[config.mk]
export PLATFORM = sky130hd
export DESIGN_NAME = seq_watchdog
export DESIGN_NICKNAME = d
export VERILOG_FILES = /design/src/rtl/test_seq_pkg.sv /design/src/rtl/seq_watchdog.sv
export SDC_FILE = /design/constraint.sdc
export NUM_CORES = 1
export LEC_CHECK = 0
export CAP_MARGIN = 5
export CORE_AREA = 2 2 39 41
export DETAILED_ROUTE_END_ITERATION = 8
export DIE_AREA = 0 0 41 43
export GPL_ROUTABILITY_DRIVEN = 1
export PLACE_DENSITY = 0.69
export SYNTH_ARGS = -nofsm -noshare
export SYNTH_HDL_FRONTEND = slang
export SYNTH_SLANG_ARGS = --single-unit
[constraint.sdc]
create_clock -name clk -period 3.57 [get_ports clk]
set_input_delay 0.8925 -clock clk [delete_from_list [all_inputs] [get_ports clk]]
set_output_delay 0.8925 -clock clk [all_outputs]
set_load 0.01 [all_outputs]
[src/rtl/test_seq_pkg.sv]
// Shared types and width helpers for the test-suite run controller.
// Holds the sequencer state encoding and the default per-test timeout.
package test_seq_pkg;

  typedef enum logic [2:0] {
    IDLE,
    LAUNCH,
    WAIT,
    RECORD,
    DONE
  } seq_state_e;

  localparam int unsigned DEFAULT_TIMEOUT = 1024;

  // Index width never collapses to zero, even for a single slot.
  function automatic int unsigned idx_width(input int unsigned n);
    return (n > 1) ? $clog2(n) : 1;
  endfunction

  function automatic int unsigned cnt_width(input int unsigned n);
    return $clog2(n + 1);
  endfunction

endpackage

[src/rtl/seq_watchdog.sv]
// Per-test cycle watchdog: counts enabled cycles, flags expiry at TIMEOUT-1.
// Registered count, expiry is a compare on it; saturates, clear has priority.
module seq_watchdog
  import test_seq_pkg::*;
#(
  parameter int unsigned TIMEOUT = DEFAULT_TIMEOUT
) (
  input  logic clk,
  input  logic reset,
  input  logic i_clear,
  input  logic i_enable,
  output logic o_expired
);

  localparam int unsigned WW = $clog2(TIMEOUT);

  logic [WW-1:0] r_count;

  always_ff @(posedge clk) begin
    if (reset || i_clear) begin
      r_count <= '0;
    end else if (i_enable && !o_expired) begin
      r_count <= r_count + WW'(1);
    end
  end

  assign o_expired = (r_count == WW'(TIMEOUT - 1));

endmodule

## Word level (Yosys, flattened, before mapping)

Cells that the tools add are included.

- Register bits after elaboration: 10
- Input port bits: 4
- Output and inout port bits: 1
- Word-level logic and storage cells: 6

- $add $sub $neg: 1
- Equality and inequality tests: 1
- Reduce and logical (&&, ||, !) cells: 3

Operators with widths:

| cell | count |
|---|---|
| $add 10x1->10 const B | 1 |
| $eq 10x10->1 const B | 1 |
| $logic_and 1x1->1 | 1 |
| $logic_not 1->1 | 1 |
| $logic_or 1x1->1 | 1 |

## Depth between registers and ports, before layout

Gate-level depths: netlist (run 1).

- Depth in word-level cells: 3
- Depth in mapped cells: 5
- Depth with buffers taken out: 4

## Worst setup path after synthesis (run 1)

OpenSTA, ideal clock, no wires.

- Kind: register to output
- From: register r_count[0]
- To: output o_expired
- Arrival: 1.058 ns
- Data required time: 2.678 ns
- Setup slack: 1.620 ns
- Cell stages (with the launch flop): 5
- Buffers on the path: 1
- Cells stage by stage: dfxtp_1 -> ha_1 -> and2_2 -> clkbuf_4 -> and3_2

- Cells in the longest elaborated chain, start to end: 1

RTL lines:

| item | line | source |
|---|---|---|
| from (decl) | seq_watchdog.sv:17 | `logic [WW-1:0] r_count;` |
| from (signal assigned) | seq_watchdog.sv:23 | `r_count <= r_count + WW'(1);` |
| $eq 10x10->1 | seq_watchdog.sv:27 | `assign o_expired = (r_count == WW'(TIMEOUT - 1));` |
| to (decl) | seq_watchdog.sv:12 | `output logic o_expired` |

Every way passes these cells.

## Worst setup path after layout (run 1)

Same ends and word-level chain as after synthesis.

==> out/results.env, run 1 <==
HTREE_LEVELS=1
TOP_REGISTER='r_count'
HOLD_PATH_STARTPOINT='r_count[1]'
FIRSTDRTPASSITERS=4
CLOCK_GROUP_SHARE_OF_TOTAL_POWER=0.461
POST_CTS_RESIZED=0
CTS.SINK_COUNT=10
WORST_PIN_SLEW_NS=0.380
ROUTE.VIAS.TOTAL=506
FINAL_CELLS=89
HOLD_DEPTH=2
YS_WARN_COUNT=0
STATIC-LEAKAGE-POWER_uW=0.000219
INITIAL_ANTENNA_VIOLATION_COUNT=0
GLOBAL_ROUTE.OVERFLOW_TOTAL=0
PATH_CLK_SLEW_NS=0.06
SWITCHING_SHARE=0.229
NETLIST.TOP_CELL.BY_AREA='sky130_fd_sc_hd__dfxtp_1'
SYNTH.DISTINCT_CELLS=27
FIN_NETS=79
FP.DIEAREA_UM2=1760
WIRE_PER_INST_UM=14.0
SYNTH_TOP_AREA_FRAC=0.338
TIMING.FMAX_GHz=0.364
GRT.TOTAL_USAGE=0.187
ANT_NETS=0
MAIN_AREA_CONTRIBUTORS_AFTER_SYNTHESIS='sky130_fd_sc_hd__dfxtp_1 34%, sky130_fd_sc_hd__mux2i_1 10%, sky130_fd_sc_hd__nand2_1 7.6%, sky130_fd_sc_hd__a31oi_1 6.3%, sky130_fd_sc_hd__a211oi_1 5.1%'
CTS_HOLD_BUF=0
SYN_AREA_PER_CELL_UM2=8.72
WORST_SKEW_PAIR.LATE_LATENCY_NS=0.28
MIN_PATH_TYPE='reg -> reg'
WORST_SETUP_PATH_ENDPOINT='o_expired'
DETAIL_ROUTE.ITER0.VIOLATIONS=12
CRITPATHCAPTURETYPE='output port'
CTS_SETUP_BUFFERS=0
WORSTSETUPSTARTPOINT='r_count[0]'
CLK_ROOT_BUFFER_CELL='sky130_fd_sc_hd__clkbuf_4'
COMBINATIONALPOWERSHARE=0.056
SLEW_VIOL_FINAL=0
SKEW_NS=0.00946
DIEHEIGHT_UM=43
SLEW_HEADROOM=0.744
RR_ENDPOINT='r_count[7]'
LARGEST_REGISTER_FFS=10
CTS_BUFFER_DEPTH=2
CAP_VIOLATIONS=0
INTERNAL_POWER_uW=181
WORSTPATHARRIVAL_NS=1.85
SETUP-VIOLATIONS-FINAL=0
POWER.DENSITY_CELL_AREA_nW_PER_UM2=352
TIMING.REG2REG.WORST_PATH_DEPTH=4
ANTENNA-DIODE-COUNT=0
WIRE_LENGTH_OF_THE_FIRST_GLOBAL_ROUTING_PASS_UM=2090
PATH_MAX_FANOUT=7
SETUP.REG_TO_REG.WORST_SLACK_NS=2.14
SEQPWRFRAC=0.483
YS_SEQ_ELEMENTS=10
TRITONCTS='yes'
FINALWIRELENGTH_UM=1250
MIN_PERIOD_NS=2.75
IR_WORST_VDD_mV=0.243
R2R_START='r_count[0]'
NUMPORTBUFFERS=4
CP.REQUIRED_NS=2.68
CHIPWIDTH_UM=41
TOP_LEVEL_PORTS=5
NUM_ROWS=14
TIMING.SETUP.TNS_NS=0
CRITPATHLAUNCHTYPE='flip-flop'
PLACE.DETAILED.HPWL_UM=923
GRT_MAX_DEGREE=10
SYN_AREA_UM2=593
TIMING_WORST_SETUP_PATH_TYPE='reg -> out'
TOTAL_POWER_uW=234
SYN_NETS=73
LAYOUT-DRIVE-GT1-SHARE=0.164
SEQ_AREA_FRAC_SYNTH=0.338
POSTSYNTHCELLCOUNT=68
OUTCOME='finished, final reports clean'
CTS_MADE_BUFFERS=3
AREA_DELTA_SYNTH_FINAL_PCT=12.2
FIRST_GLOBAL_VIAS=475
TOP_REGS='r_count (10)'
GPL.FINAL_WEIGHTED_CONGESTION=0.764
CORE_AREA_UM2=1380
TIMING.FINAL.HOLD_VIOLATIONS=0
RSZ0062_AT_GRT='no'
AVGVIACOUNTPERCELL=5.69
SHARE_OF_THE_CLOCK_PERIOD_USED_BY_THE_WORST_PATH=0.769
DP_CELLS=85
DRC_VIOLATIONS_LEFT=0
POWER.NET_SWITCHING_uW=53.7
STARTING_DENSITY=0.429
## final cells by class
class                      count  area (um^2)
fill                         139          718
inverter                       3         11.3
sequential                    10          200
tap                           16         20.0
clock buffer                   4         36.3
multi-input combinational     52          358
timing repair buffer           4         40.0
## worst max-delay path: stages, from the launching register on
cell	delay, ns
sky130_fd_sc_hd__dfxtp_1	0.40
sky130_fd_sc_hd__ha_1	0.21
sky130_fd_sc_hd__and2_2	0.25
sky130_fd_sc_hd__and3_2	0.20
sky130_fd_sc_hd__clkdlybuf4s50_1	0.52
## cells in the final DEF, fill, tap and decap left out
master / Yosys / routed
sky130_fd_sc_hd__nand2_1: 12 / 12
sky130_fd_sc_hd__dfxtp_1: 10 / 10
sky130_fd_sc_hd__a31oi_1: 6 / 6
sky130_fd_sc_hd__mux2i_1: 6 / 6
sky130_fd_sc_hd__a211oi_1: 4 / 4
sky130_fd_sc_hd__clkdlybuf4s50_1: 0 / 4
sky130_fd_sc_hd__inv_1: 3 / 3
sky130_fd_sc_hd__nor3_1: 3 / 3
sky130_fd_sc_hd__or3_1: 3 / 3
sky130_fd_sc_hd__clkbuf_4: 1 / 3
sky130_fd_sc_hd__and3_2: 2 / 2
sky130_fd_sc_hd__and4_1: 2 / 2
sky130_fd_sc_hd__and2_2: 1 / 1
sky130_fd_sc_hd__and3_1: 1 / 1
sky130_fd_sc_hd__and4_4: 1 / 1
sky130_fd_sc_hd__nand3_1: 1 / 1
sky130_fd_sc_hd__nor2_1: 1 / 1
sky130_fd_sc_hd__or2_2: 1 / 1
sky130_fd_sc_hd__nand4_1: 1 / 1
sky130_fd_sc_hd__nor2_2: 1 / 1
sky130_fd_sc_hd__o21bai_1: 1 / 1
sky130_fd_sc_hd__o21ai_0: 1 / 1
sky130_fd_sc_hd__nor4_1: 1 / 1
sky130_fd_sc_hd__or3_2: 1 / 1
sky130_fd_sc_hd__a2111oi_4: 1 / 1
sky130_fd_sc_hd__ha_1: 1 / 1
sky130_fd_sc_hd__clkbuf_8: 0 / 1
## synth_stat cells, drive strengths merged
library cell	count
nand2	12
nor3	3
inv	3
dfxtp	10
or3	4
a31oi	6
and3	3
a211oi	4
nor4	1
and2	1
nand4	1
a2111oi	1
and4	3
mux2i	6
o21bai	1
buf	1
nand3	1
o21ai	1
or2	1
clkbuf	2
ha	1
nor2	2
## per-layer routing
metal / track usage / vias up / wire length, um
li1: - / 262 / -
met1: 0.241 / 232 / 595
met2: 0.247 / 7 / 575
met3: 0.0471 / 5 / 29
met4: 0.160 / 0 / 48
met5: 0 / - / 0
## cell families after synthesis
family / synth area share
DFF: 0.338
adders and majority gates: 0.0211
muxes: 0.101
AOI/OAI and AO/OA: 0.181
and+or+nand+nor: 0.300
buffers and inverters: 0.0591
## power by group through the flow
| stage | registers (uW) | logic (uW) | clock network (uW) |
|---|---|---|---|
| 3_3_place_gp | 116 | 13.0 | 0 |
| 5_1_grt | 113 | 14.8 | 115 |
| 4_1_cts | 113 | 13.3 | 110 |
| 2_1_floorplan | 115 | 6.51 | 0 |
| 3_5_place_dp | 116 | 13.3 | 0 |
| 6_report | 113 | 13.2 | 108 |
## stage by stage
step	setup slack [ns]	instance area, um^2	util	hold slack [ns]
finish	0.824	666	0.481	0.494
CTS	0.820	666	0.481	0.497
detailed placement	1.13	629	0.455	0.484
floorplan	1.62	593	-	0.452
global route	0.713	666	0.481	0.520
global placement	1.16	629	0.455	0.480
## worst min path at each step
stage                             to  slack [ns]
after global routing      r_count[8]        0.52
after global placement    r_count[1]        0.48
after CTS                 r_count[1]        0.50
after floorplan           r_count[9]        0.45
after detailed placement  r_count[1]        0.48
final                     r_count[1]        0.49
(Power assumes the default switching activity.)
==> run 2, diff against run 1 <==
- PLACE_DENSITY: 0.69 -> 0.71
- clock period: 3.57 -> 2.3 ns (I/O delays scaled with it)
==> run 2 against run 1 <==
  * Utilization increased by 0.72 points
  * Sequential power increased by 56%
  * Register-to-register slack got worse by 1.2 ns
  * Cell area increased by 1.5%
  * Global-route usage decreased by 2.2 points
  * First-iteration DRC count increased by 8.3%
  * Clock skew decreased by 0.0061 ns
  * Clock power increased by 49%
  * Wire length decreased by 2.9%
  * Power increased by 53%
  * Final cell count unchanged
  * Flip-flop and latch count unchanged
  * Largest power group unchanged
==> out/results.env, run 2 (synthesis results as in run 1) <==
TIMING_WORST_SETUP_PATH_TYPE='reg -> out'
MIN_PERIOD_NS=1.92
FIN_NETS=79  # unchanged
PLACE_WS_NS=0.223  # -0.908 ns
LAYOUT_SETUP_WS_NS=0.380  # -0.444 ns
WORSTPATHARRIVAL_NS=1.34  # -0.51 ns
SHARE_OF_THE_CLOCK_PERIOD_USED_BY_THE_WORST_PATH=0.835
CTS_BUFFER_DEPTH=2  # unchanged
POWER.DENSITY_CELL_AREA_nW_PER_UM2=531  # +51%
WIRE_PER_INST_UM=13.6  # -2.9%
POST-ROUTE-CELL-AREA_UM2=676  # +1.5%
ROUTE.VIAS.TOTAL=532  # +5.1%
N_FILL_CELL=132  # -5.0%
IR_WORST_VDD_mV=0.424  # +74%
CHIPWIDTH_UM=41  # unchanged
CTS.SINK_COUNT=10  # unchanged
CP.REQUIRED_NS=1.73  # -0.95 ns
MIN_PATH_TYPE='reg -> reg'
WORST_SKEW_PAIR.LATE_LATENCY_NS=0.27  # about the same
PLACED_AREA_UM2=629  # unchanged
NUMPORTBUFFERS=4  # unchanged
HTREE_LEVELS=1  # unchanged
ANTENNA-DIODE-COUNT=0  # unchanged
SLEW_HEADROOM=0.741  # -0.00275
SKEW_NS=0.00336  # -0.00610 ns
CTS_SETUP_BUFFERS=0  # unchanged
TOP_REGS='r_count (10)'
TIMING.FMAX_GHz=0.521
CRITPATHLAUNCHTYPE='flip-flop'
SEQUENTIAL_CELL_AREA_UM2=203  # +1.2%
PLACE.DETAILED.HPWL_UM=832  # -9.9%
TRITONCTS='yes'
TOP_REGISTER='r_count'
FIRST_GLOBAL_VIAS=447  # -5.9%
GPL.FINAL_WEIGHTED_CONGESTION=0.763  # -0.12%
MOST_FREQUENT_STANDARD_CELL_IN_THE_LAYOUT_EXCLUDING_FILL_AND_TAP_CELLS='sky130_fd_sc_hd__nand2_1'
INITIAL_ANTENNA_VIOLATION_COUNT=0  # unchanged
TIMING.SETUP.TNS_NS=0  # unchanged
STARTING_DENSITY=0.429  # unchanged
GRT.TOTAL_USAGE=0.165  # -0.0219
LAYOUT-DRIVE-GT1-SHARE=0.219  # +0.0548
CAP_VIOLATIONS=0  # unchanged
WORST_PIN_SLEW_NS=0.384  # +0.00409 ns
PATH_CLK_SLEW_NS=0.07  # about the same
AVGVIACOUNTPERCELL=5.98  # +5.1%
AREA_DELTA_SYNTH_FINAL_PCT=13.9
LARGEST_REGISTER_FFS=10  # unchanged
GLOBAL_ROUTE.OVERFLOW_TOTAL=0  # unchanged
WIRE_LENGTH_OF_THE_FIRST_GLOBAL_ROUTING_PASS_UM=1980  # -5.3%
HOLD_PATH_STARTPOINT='r_count[1]'
TIMING.FINAL.HOLD_VIOLATIONS=0  # unchanged
TOP_LEVEL_PORTS=5  # unchanged
FP.DIEAREA_UM2=1760  # unchanged
DIEHEIGHT_UM=43  # unchanged
CTS_MADE_BUFFERS=3  # unchanged
NUM_ROWS=14  # unchanged
MULTI_INPUT_COMB_AREA_UM2=363  # +1.4%
ANT_NETS=0  # unchanged
LAYOUT.CELLS.MOST_COMMON_LIST='12 x sky130_fd_sc_hd__nand2_1, 8 x sky130_fd_sc_hd__dfxtp_1, 6 x sky130_fd_sc_hd__a31oi_1, 6 x sky130_fd_sc_hd__mux2i_1, 4 x sky130_fd_sc_hd__a211oi_1'
CRITPATHCAPTURETYPE='output port'
SETUP-VIOLATIONS-FINAL=0  # unchanged
CLK_ROOT_BUFFER_CELL='sky130_fd_sc_hd__clkbuf_4'
WORSTSETUPSTARTPOINT='r_count[0]'
SLEW_VIOL_FINAL=0  # unchanged
RSZ0062_AT_GRT='no'
DRC_VIOLATIONS_LEFT=0  # unchanged
CTS_HOLD_BUF=0  # unchanged
PATH_MAX_FANOUT=7  # unchanged
STATIC-LEAKAGE-POWER_uW=0.000235  # +7.7%
R2R_START='r_count[0]'
OUTCOME='finished, final reports clean'
FIRSTDRTPASSITERS=5  # +1
DETAIL_ROUTE.ITER0.VIOLATIONS=13  # +1
FINALWIRELENGTH_UM=1210  # -2.9%
GRT_MAX_DEGREE=10  # unchanged
POST_CTS_RESIZED=5  # +5
CORE_AREA_UM2=1380  # unchanged
[run 2: cell count changes in the layout (fill, tap and decap cells not counted), sizes merged]
cell | previous run | this run
clkdlybuf4s50 | 4 | 3
dlymetal6s2s | 0 | 1
[run 2: path summary, 6_finish.rpt]
check / end / cells after the start / slack (ns)
worst max register to register: r_count[8] / 4 / 0.93
worst max-delay path: o_expired / 4 / 0.38
worst min-delay path: r_count[1] / 2 / 0.49
worst min register to register: r_count[1] / 2 / 0.49
[run 2: area by class of cell]
type	instances	area share
tap	16	0.0296
sequential	10	0.300
inverter	3	0.0167
multi-input combinational	52	0.537
clock buffer	4	0.0537
timing repair buffer	4	0.0630
[run 2: per-layer routing]
metal	track usage	wire [um]	up-vias
met1	0.225	585	242
li1	-	-	266
met2	0.231	544	22
met3	0.0471	77	2
met4	0.0800	6	0
met5	0	0	-
[run 2: worst max-delay path: stages (launching register included)]
cell,delay (ns)
sky130_fd_sc_hd__dfxtp_2,0.37
sky130_fd_sc_hd__ha_2,0.20
sky130_fd_sc_hd__and2_4,0.19
sky130_fd_sc_hd__and3_2,0.17
sky130_fd_sc_hd__dlymetal6s2s_1,0.15
[run 2: per-stage QoR]
stage,hold slack [ns],util,std cells,total power (uW)
after global routing,0.517,0.488,89,372
final,0.494,0.488,89,359
after CTS,0.493,0.486,89,362
after detailed placement,0.488,0.455,85,200
after floorplan,0.452,-,68,189
after global placement,0.473,0.455,85,200
[run 2: report_power, final]
group	internal [uW]	switching, uW	total [uW]
clock	96.2	65.3	161
sequential	174	1.61	176
combinational	9.95	11.3	21.3
==> run 3, diff against run 2 <==
- clock period: 2.3 -> 1.6 ns (I/O delays scaled with it)
==> run 3 against run 2 <==
  * Final cell count increased by 24%
  * Wire length increased by 19%
  * First-iteration DRC count rose by 46%
  * Utilization increased by 12 points
  * Hold slack better by 0.061 ns
  * Global-route usage is 4.2 points higher
==> out/results.env, run 3 (synthesis results as in run 1) <==
CLK_ROOT_BUFFER_CELL='sky130_fd_sc_hd__clkbuf_4'
GRT-BUSIEST-LAYER='met2'
LAYOUT.CELLS.MOST_COMMON_LIST='21 x sky130_fd_sc_hd__buf_4, 12 x sky130_fd_sc_hd__nand2_1, 8 x sky130_fd_sc_hd__dfxtp_1, 6 x sky130_fd_sc_hd__a31oi_1, 6 x sky130_fd_sc_hd__mux2i_1'
TIMING.CRITICAL_PATH.SLOWEST_STAGE_CELL='sky130_fd_sc_hd__dfxtp_2'
DETAIL_ROUTE.ITER0.VIOLATIONS=19  # +6
UTILIZATION=0.610  # +0.122
TIMING.FINAL.HOLD_VIOLATIONS=0  # unchanged
HTREE_LEVELS=1  # unchanged
PATH_DELAY_FAMILY='flip-flops'
OUTCOME='finished, final reports clean'
CTS_MADE_BUFFERS=3  # unchanged
MIN_PATH_TYPE='reg -> reg'
GPL.FINAL_WEIGHTED_CONGESTION=0.840  # +10%
STARTING_DENSITY=0.429  # unchanged
CRITPATHCAPTURETYPE='output port'
FIN_NETS=100  # +27%
LAYOUT-DRIVE-GT1-SHARE=0.394  # +0.174
SETUP-VIOLATIONS-FINAL=0  # unchanged
SHARE_OF_THE_CLOCK_PERIOD_USED_BY_THE_WORST_PATH=0.984
CAP_VIOLATIONS=0  # unchanged
POWER.DENSITY_CELL_AREA_nW_PER_UM2=627  # +18%
TOP_LEVEL_PORTS=5  # unchanged
MIN_PERIOD_NS=1.57
PATH_CLK_SLEW_NS=0.07  # about the same
ROUTE.VIAS.TOTAL=600  # +13%
GRT_MAX_DEGREE=8  # -2
WORST_PIN_SLEW_NS=0.411  # +0.0261 ns
DIEHEIGHT_UM=43  # unchanged
ANTENNA-DIODE-COUNT=0  # unchanged
STATIC-LEAKAGE-POWER_uW=0.000330  # +40%
LARGEST_REGISTER_FFS=10  # unchanged
MOST_FREQUENT_STANDARD_CELL_IN_THE_LAYOUT_EXCLUDING_FILL_AND_TAP_CELLS='sky130_fd_sc_hd__buf_4'
WORSTPATHARRIVAL_NS=1.17  # -0.17 ns
CTS.SINK_COUNT=10  # unchanged
SLEW_VIOL_FINAL=0  # unchanged
WORST_SKEW_PAIR.LATE_LATENCY_NS=0.27  # about the same
CRITPATHLAUNCHTYPE='flip-flop'
PLACE.DETAILED.HPWL_UM=1020  # +23%
CRITICAL_PATH_BUF_INV_COUNT=1  # unchanged
GLOBAL_ROUTE.OVERFLOW_TOTAL=0  # unchanged
CP.REQUIRED_NS=1.20  # -0.53 ns
FP.DIEAREA_UM2=1760  # unchanged
GR-USAGE-MET1=0.275  # +0.0498
TOP_REGS='r_count (10)'
NUMPORTBUFFERS=4  # unchanged
TIMING_WORST_SETUP_PATH_TYPE='reg -> out'
SLEW_HEADROOM=0.725  # -0.0163
DRC_VIOLATIONS_LEFT=0  # unchanged
PATH_MAX_FANOUT=2  # -5
AREA_DELTA_SYNTH_FINAL_PCT=42.4
CTS_BUFFER_DEPTH=2  # unchanged
TOP_REGISTER='r_count'
IR_WORST_VDD_mV=0.482  # +14%
FINALWIRELENGTH_UM=1450  # +19%
CTS_HOLD_BUF=0  # unchanged
WIRE_PER_INST_UM=13.1  # -3.5%
INITIAL_ANTENNA_VIOLATION_COUNT=0  # unchanged
GRTUSAGEMET3=0.0628  # +0.0157
N_FILL_CELL=123  # -6.8%
SKEW_NS=0.00506  # +0.00170 ns
NUM_ROWS=14  # unchanged
GRT.TOTAL_USAGE=0.207  # +0.0415
FIRSTDRTPASSITERS=4  # -1
WIRE_LENGTH_OF_THE_FIRST_GLOBAL_ROUTING_PASS_UM=2470  # +25%
MULTI_INPUT_COMB_AREA_UM2=375  # +3.4%
FIRST_GLOBAL_VIAS=588  # +32%
TRITONCTS='yes'
CORE_AREA_UM2=1380  # unchanged
TIMING.FMAX_GHz=0.635
AVGVIACOUNTPERCELL=5.45  # -8.7%
CRIT_PATH_CELL_TRACE='ha_4, and2_4, and3_4, buf_6'
ANT_NETS=0  # unchanged
SEQUENTIAL_CELL_AREA_UM2=203  # unchanged
CHIPWIDTH_UM=41  # unchanged
SLOWEST_DELAY_NS=0.34  # -0.03 ns
TIMING.SETUP.TNS_NS=0  # unchanged
GLOBALROUTEMET2UTIL=0.294  # +0.0625
-- run 3: cell types whose count changed in the layout (fill, tap and decap cells not counted) --
cell	delta
sky130_fd_sc_hd__and3_4	+1
sky130_fd_sc_hd__and3_2	-2
sky130_fd_sc_hd__buf_6	+1
sky130_fd_sc_hd__and3_1	+1
sky130_fd_sc_hd__buf_4	+21
sky130_fd_sc_hd__dlymetal6s2s_1	-1
sky130_fd_sc_hd__ha_4	+1
sky130_fd_sc_hd__ha_2	-1
-- run 3: cell type report --
class | count | area share
flip-flops and latches | 10 | 0.240
repair buffers | 25 | 0.236
clock buffers | 4 | 0.0430
multi-input cells | 52 | 0.444
well taps | 16 | 0.0237
inverters | 3 | 0.0133
-- run 3: metal layers --
| metal | share of wire | wire length (um) |
|---|---|---|
| met1 | 0.47 | 678 |
| met2 | 0.48 | 694 |
| met3 | 0.028 | 41 |
| met4 | 0.021 | 31 |
| met5 | 0 | 0 |
-- run 3: worst paths after layout --
path / startpoint / to / slack [ns] / cells past startpoint
worst min-delay path: r_count[9] / r_count[9] / 0.55 / 2
worst max-delay path: r_count[0] / o_expired / 0.03 / 4
worst max register to register: r_count[0] / r_count[1] / 0.18 / 5
worst min register to register: r_count[9] / r_count[9] / 0.55 / 2
-- run 3: through the flow --
stage	hold slack [ns]	setup slack, ns	area, um^2	power [uW]	instances
floorplan	0.452	0.142	593	272	68
global placement	0.532	-0.127	779	297	105
detailed placement	0.538	-0.154	779	298	105
CTS	0.558	0.0149	827	528	109
global route	0.586	-0.00325	845	547	110
finish	0.555	0.0258	845	529	110
-- run 3: repair_timing --
item	in CTS	in global routing
endpoints found under the setup margin	1	1
pin swaps	1	0
gates resized for setup	10	1
cloned	0	0
setup buffers	0	1
-- run 3: worst min-delay path, stage by stage, from the launching register on --
cell and delay (ns):
sky130_fd_sc_hd__dfxtp_1 0.34, sky130_fd_sc_hd__buf_4 0.12, sky130_fd_sc_hd__a211oi_1 0.05
-- run 3: report_power, final --
group | total, uW | switching (uW) | leakage (uW) | internal (uW)
registers | 253 | 1.91 | 0.0000816 | 251
clock network | 234 | 95.9 | 0.0000210 | 138
logic | 42.1 | 19.0 | 0.000227 | 23.1
total | 529 | 117 | 0.000330 | 412
